$ cat config.mk
export PLATFORM = sky130hd
export DESIGN_NAME = enco_frame_ctrl
export DESIGN_NICKNAME = d
export VERILOG_FILES = /design/src/rtl/enco_frame_ctrl.sv
export SDC_FILE = /design/constraint.sdc
export NUM_CORES = 1
export LEC_CHECK = 0
export BUFFER_PORTS_ARGS = -buffer_cell sky130_fd_sc_hd__buf_4
export CAP_MARGIN = 20
export CORE_MARGIN = 3
export CORE_UTILIZATION = 45
export DETAILED_ROUTE_END_ITERATION = 8
export GPL_ROUTABILITY_DRIVEN = 0
export PLACE_DENSITY = 0.8
export REMOVE_ABC_BUFFERS = 1
export SETUP_SLACK_MARGIN = 0.4
export SYNTH_ARGS = -nofsm -noshare
export SYNTH_HDL_FRONTEND = slang
export SYNTH_SLANG_ARGS = --single-unit
$ cat constraint.sdc
create_clock -name clk -period 3.5 [get_ports clk]
set_input_delay 1.05 -clock clk [delete_from_list [all_inputs] [get_ports clk]]
set_output_delay 1.05 -clock clk [all_outputs]
set_load 0.02 [all_outputs]
$ cat src/rtl/enco_frame_ctrl.sv
// Frame sequencer: latches one message frame, feeds the parity generation unit,
// loads the parity shift register and streams the parity word out MSB-first.
module enco_frame_ctrl #(
  parameter int LM       = 2,
  parameter int M        = 5,
  parameter int CALC_CYC = 1
) (
  input  logic          clk,
  input  logic          rst,
  input  logic          s_valid,
  output logic          s_ready,
  input  logic [LM-1:0] s_msg,
  input  logic [M-1:0]  s_frozen,
  output logic [LM-1:0] pgu_msg,
  output logic [M-1:0]  pgu_frozen,
  input  logic [M-1:0]  pgu_parity,
  output logic          psr_load,
  output logic          psr_ce,
  input  logic          psr_msb,
  output logic          m_valid,
  input  logic          m_ready,
  output logic          m_data,
  output logic          m_last,
  output logic          busy,
  output logic [7:0]    frame_cnt
);

  localparam int             BW        = (M > 1) ? $clog2(M) : 1;
  localparam logic [BW-1:0]  LAST_BIT  = BW'(M - 1);
  localparam logic [3:0]     CALC_INIT = 4'(CALC_CYC - 1);

  typedef enum logic [1:0] {IDLE, CALC, CAPT, SHIFT} state_t;

  state_t        state, state_nxt;
  logic [3:0]    calc_cnt;
  logic [BW-1:0] bit_cnt;

  // Parity word goes straight from the generation unit into the shift register.
  logic unused_parity;
  assign unused_parity = ^pgu_parity;

  always_comb begin
    state_nxt = state;
    s_ready   = 1'b0;
    psr_load  = 1'b0;
    m_valid   = 1'b0;
    m_last    = 1'b0;
    busy      = 1'b1;
    case (state)
      IDLE: begin
        s_ready = 1'b1;
        busy    = 1'b0;
        if (s_valid) state_nxt = CALC;
      end
      CALC: begin
        if (calc_cnt == '0) state_nxt = CAPT;
      end
      CAPT: begin
        psr_load  = 1'b1;
        state_nxt = SHIFT;
      end
      SHIFT: begin
        m_valid = 1'b1;
        m_last  = (bit_cnt == LAST_BIT);
        if (m_ready && m_last) state_nxt = IDLE;
      end
      default: state_nxt = IDLE;
    endcase
  end

  assign psr_ce = m_valid & m_ready;
  assign m_data = psr_msb;

  always_ff @(posedge clk or negedge rst) begin
    if (!rst) state <= IDLE;
    else      state <= state_nxt;
  end

  always_ff @(posedge clk or negedge rst) begin
    if (!rst) begin
      pgu_msg    <= '0;
      pgu_frozen <= '0;
      calc_cnt   <= '0;
      bit_cnt    <= '0;
      frame_cnt  <= '0;
    end else begin
      if (state == IDLE && s_valid) begin
        pgu_msg    <= s_msg;
        pgu_frozen <= s_frozen;
        calc_cnt   <= CALC_INIT;
      end
      if (state == CALC && calc_cnt != '0) calc_cnt <= calc_cnt - 4'd1;
      if (state == CAPT) bit_cnt <= '0;
      if (psr_ce) begin
        if (m_last) frame_cnt <= frame_cnt + 8'd1;
        else        bit_cnt   <= bit_cnt + BW'(1);
      end
    end
  end

endmodule

==> flow_metrics.py <==
metrics = {
    "clock_network": {
        "insertion_delay_ns": 0.30,
        "hold_buffers": 0,
        "cts_tree": "done",
        "clk_path_buf_depth": 2,
        "cts_sinks": 24,
        "cts.clk_slew.worst_paths_ns": 0.13,
        "cts_setup_buffers": 0,
        "cts_made_buffers": 3,
        "ctsResizeCount": 0,
        "h-tree-depth": 1,
        "cts-root-buf": "clkbuf_4",
    },
    "flow_run": {
        "max_cap_violations": 0,
    },
    "floorplanning": {
        "core-area_mm2": 0.00250,
        "start_util_pct": 48.1,
        "die_area_mm2": 0.00333,
        "die_w_um": 57.7,
        "rows": 18,
        "die_h_um": 57.7,
        "pin_count": 39,
    },
    "global_route": {
        "antenna_found_initial": 0,
        "grt_max_degree": 25,
        "grtUsageTotal_pct": 14.9,
        "gr-total-overflow": 0,
        "grt_pass1_wl_um": 3880,
        "grt_pass1_vias": 912,
    },
    "synthesis": {
        "ys_seq_area_share_pct": 49.9,
        "synthCells": 107,
        "synth_top_cells_by_area": "dfrtp_1, ha_1, mux2_2",
        "ys_warn_count": 0,
        "synth.top_cell.area_share_pct": 49.9,
        "ys_types": 28,
        "synth_area_mm2": 0.00120,
        "syn_avg_cell_area_um2": 11.2,
        "yosys.area.top_type": "dfrtp_1",
        "ys_ff_latch": 24,
    },
    "setup_path": {
        "critPathMaxFanout": 6,
        "cp.arrival_ns": 1.60,
        "start_kind": "input pin",
        "reg2reg_depth": 4,
        "critPathRequiredTime_ns": 2.45,
        "critPathCaptureType": "output port",
        "crit_type": "input pin to output port",
    },
    "routing": {
        "ant_nets": 0,
        "drc": 0,
        "num_vias": 881,
        "routed_wl_um": 2240,
        "drtPass1Iterations": 4,
        "vias_per_cell": 5.21,
        "drt-initial-drc-count": 18,
        "wl_per_cell_um": 13.2,
    },
    "timing": {
        "period_share_pct": 75.6,
        "worst_clock_skew_ns": 0.00712,
        "maxSlewHeadroom_pct": 71.0,
        "timing.fmax_ghz": 0.378,
        "drv_slew": 0,
        "finalCriticalPeriod_ns": 2.65,
        "setup_viol_count_final": 0,
        "worst_slew_pin_slew_ns": 0.433,
        "grt_setup_unrepaired": "false",
        "hold_viol": 0,
        "tns_ns": 0,
    },
    "layout": {
        "antenna_cells": 0,
        "nets": 167,
        "drive_above_1_share_pct": 33.8,
        "layout_common_cells": "buf_4, dfrtp_1, nand2_1",
        "utilization_pct": 59.4,
        "final_common_cell": "buf_4",
        "area_growth_pct": 23.3,
    },
    "place": {
        "io_buffer_count": 31,
        "place_hpwl_um": 1730,
    },
    "outcome": {
        "status": "complete, no violations",
    },
    "min_path": {
        "hold_depth": 1,
        "min_path_type": "flop to flop",
    },
    "power": {
        "p_leak_nw": 0.738,
        "irDropWorstVdd_uv": 435,
        "power_density_mw_per_mm2": 677,
    },
}
[cell usage after synthesis, drive strengths merged]
| cell | count |
|---|---|
| a21o | 1 |
| o31ai | 1 |
| nor3b | 1 |
| mux2i | 1 |
| xnor2 | 7 |
| nand4 | 5 |
| nand2b | 1 |
| a31o | 1 |
| and2b | 1 |
| o211ai | 1 |
| nand3 | 7 |
| dfrtp | 24 |
| ha | 9 |
| o22ai | 1 |
| mux2 | 8 |
| nor2 | 5 |
| or3 | 1 |
| a21oi | 2 |
| and3 | 1 |
| nand2 | 13 |
| o21ai | 4 |
| nor3 | 1 |
| inv | 9 |
| buf | 2 |
[registers in the layout, summed over array words and instances, names as in the netlist]
register and flops:
frame_cnt 8, bit_cnt 3, pgu_frozen 5, pgu_msg 2, calc_cnt 4, state 2
[layout make-up]
class,count,area [µm²]
Fill cell,215,1020
Sequential cell,24,601
Multi-Input combinational cell,72,557
Timing Repair Buffer,31,233
Tap cell,30,37.5
Inverter,9,33.8
Clock buffer,3,22.5
[report_power, final]
| group | internal (mW) | switching (mW) |
|---|---|---|
| combinational | 0.228 | 0.268 |
| clock | 0.0401 | 0.0767 |
| sequential | 0.346 | 0.0468 |
[per-stage QoR]
stage	power, mW	instances	worst slack (ns)	hold slack (ns)	instance area [µm²]
2_1_floorplan	0.717	105	1.10	0.459	1190
3_3_place_gp	0.873	166	0.887	0.462	1460
3_5_place_dp	0.897	166	0.868	0.472	1460
4_1_cts	1.02	169	0.864	0.491	1480
5_1_grt	1.07	169	0.797	0.519	1480
6_report	1.00	169	0.855	0.485	1480
[critical path, cell delays in order]
cell and delay (ns):
buf_4 0.12, nand2_1 0.16, inv_1 0.09, buf_4 0.16
[final timing paths]
path / from / endpoint / slack, ns
max: m_ready / psr_ce / 0.85
min: frame_cnt[7] / frame_cnt[7] / 0.49
max reg2reg: state[1] / pgu_frozen[2] / 1.90
min reg2reg: frame_cnt[7] / frame_cnt[7] / 0.49
max in group asynchronous: rst / calc_cnt[1] / 2.64
min in group asynchronous: rst / frame_cnt[7] / 0.62
[routing by layer]
layer	share of wire (%)	global-route usage, %	vias up
met4	1.9	6.95	0
met3	2.5	1.56	4
met2	54	26.5	13
met5	0	0	-
li1	-	-	429
met1	41	18.0	435
[cell families (layout without fill, tap and decap cells)]
logic type / count (synthesis) / after routing / synth area share [%]
buffers and inverters: 11 / 43 / 3.85
multiplexers: 9 / 9 / 8.63
XOR/XNOR: 7 / 7 / 5.09
AO/OA/AOI/OAI: 11 / 11 / 7.69
adder cells (fa/ha/maj): 9 / 9 / 9.36
flip-flops: 24 / 24 / 49.9
AND/OR/NAND/NOR: 36 / 36 / 15.5
Note: power is estimated with default switching activity, not from simulation.
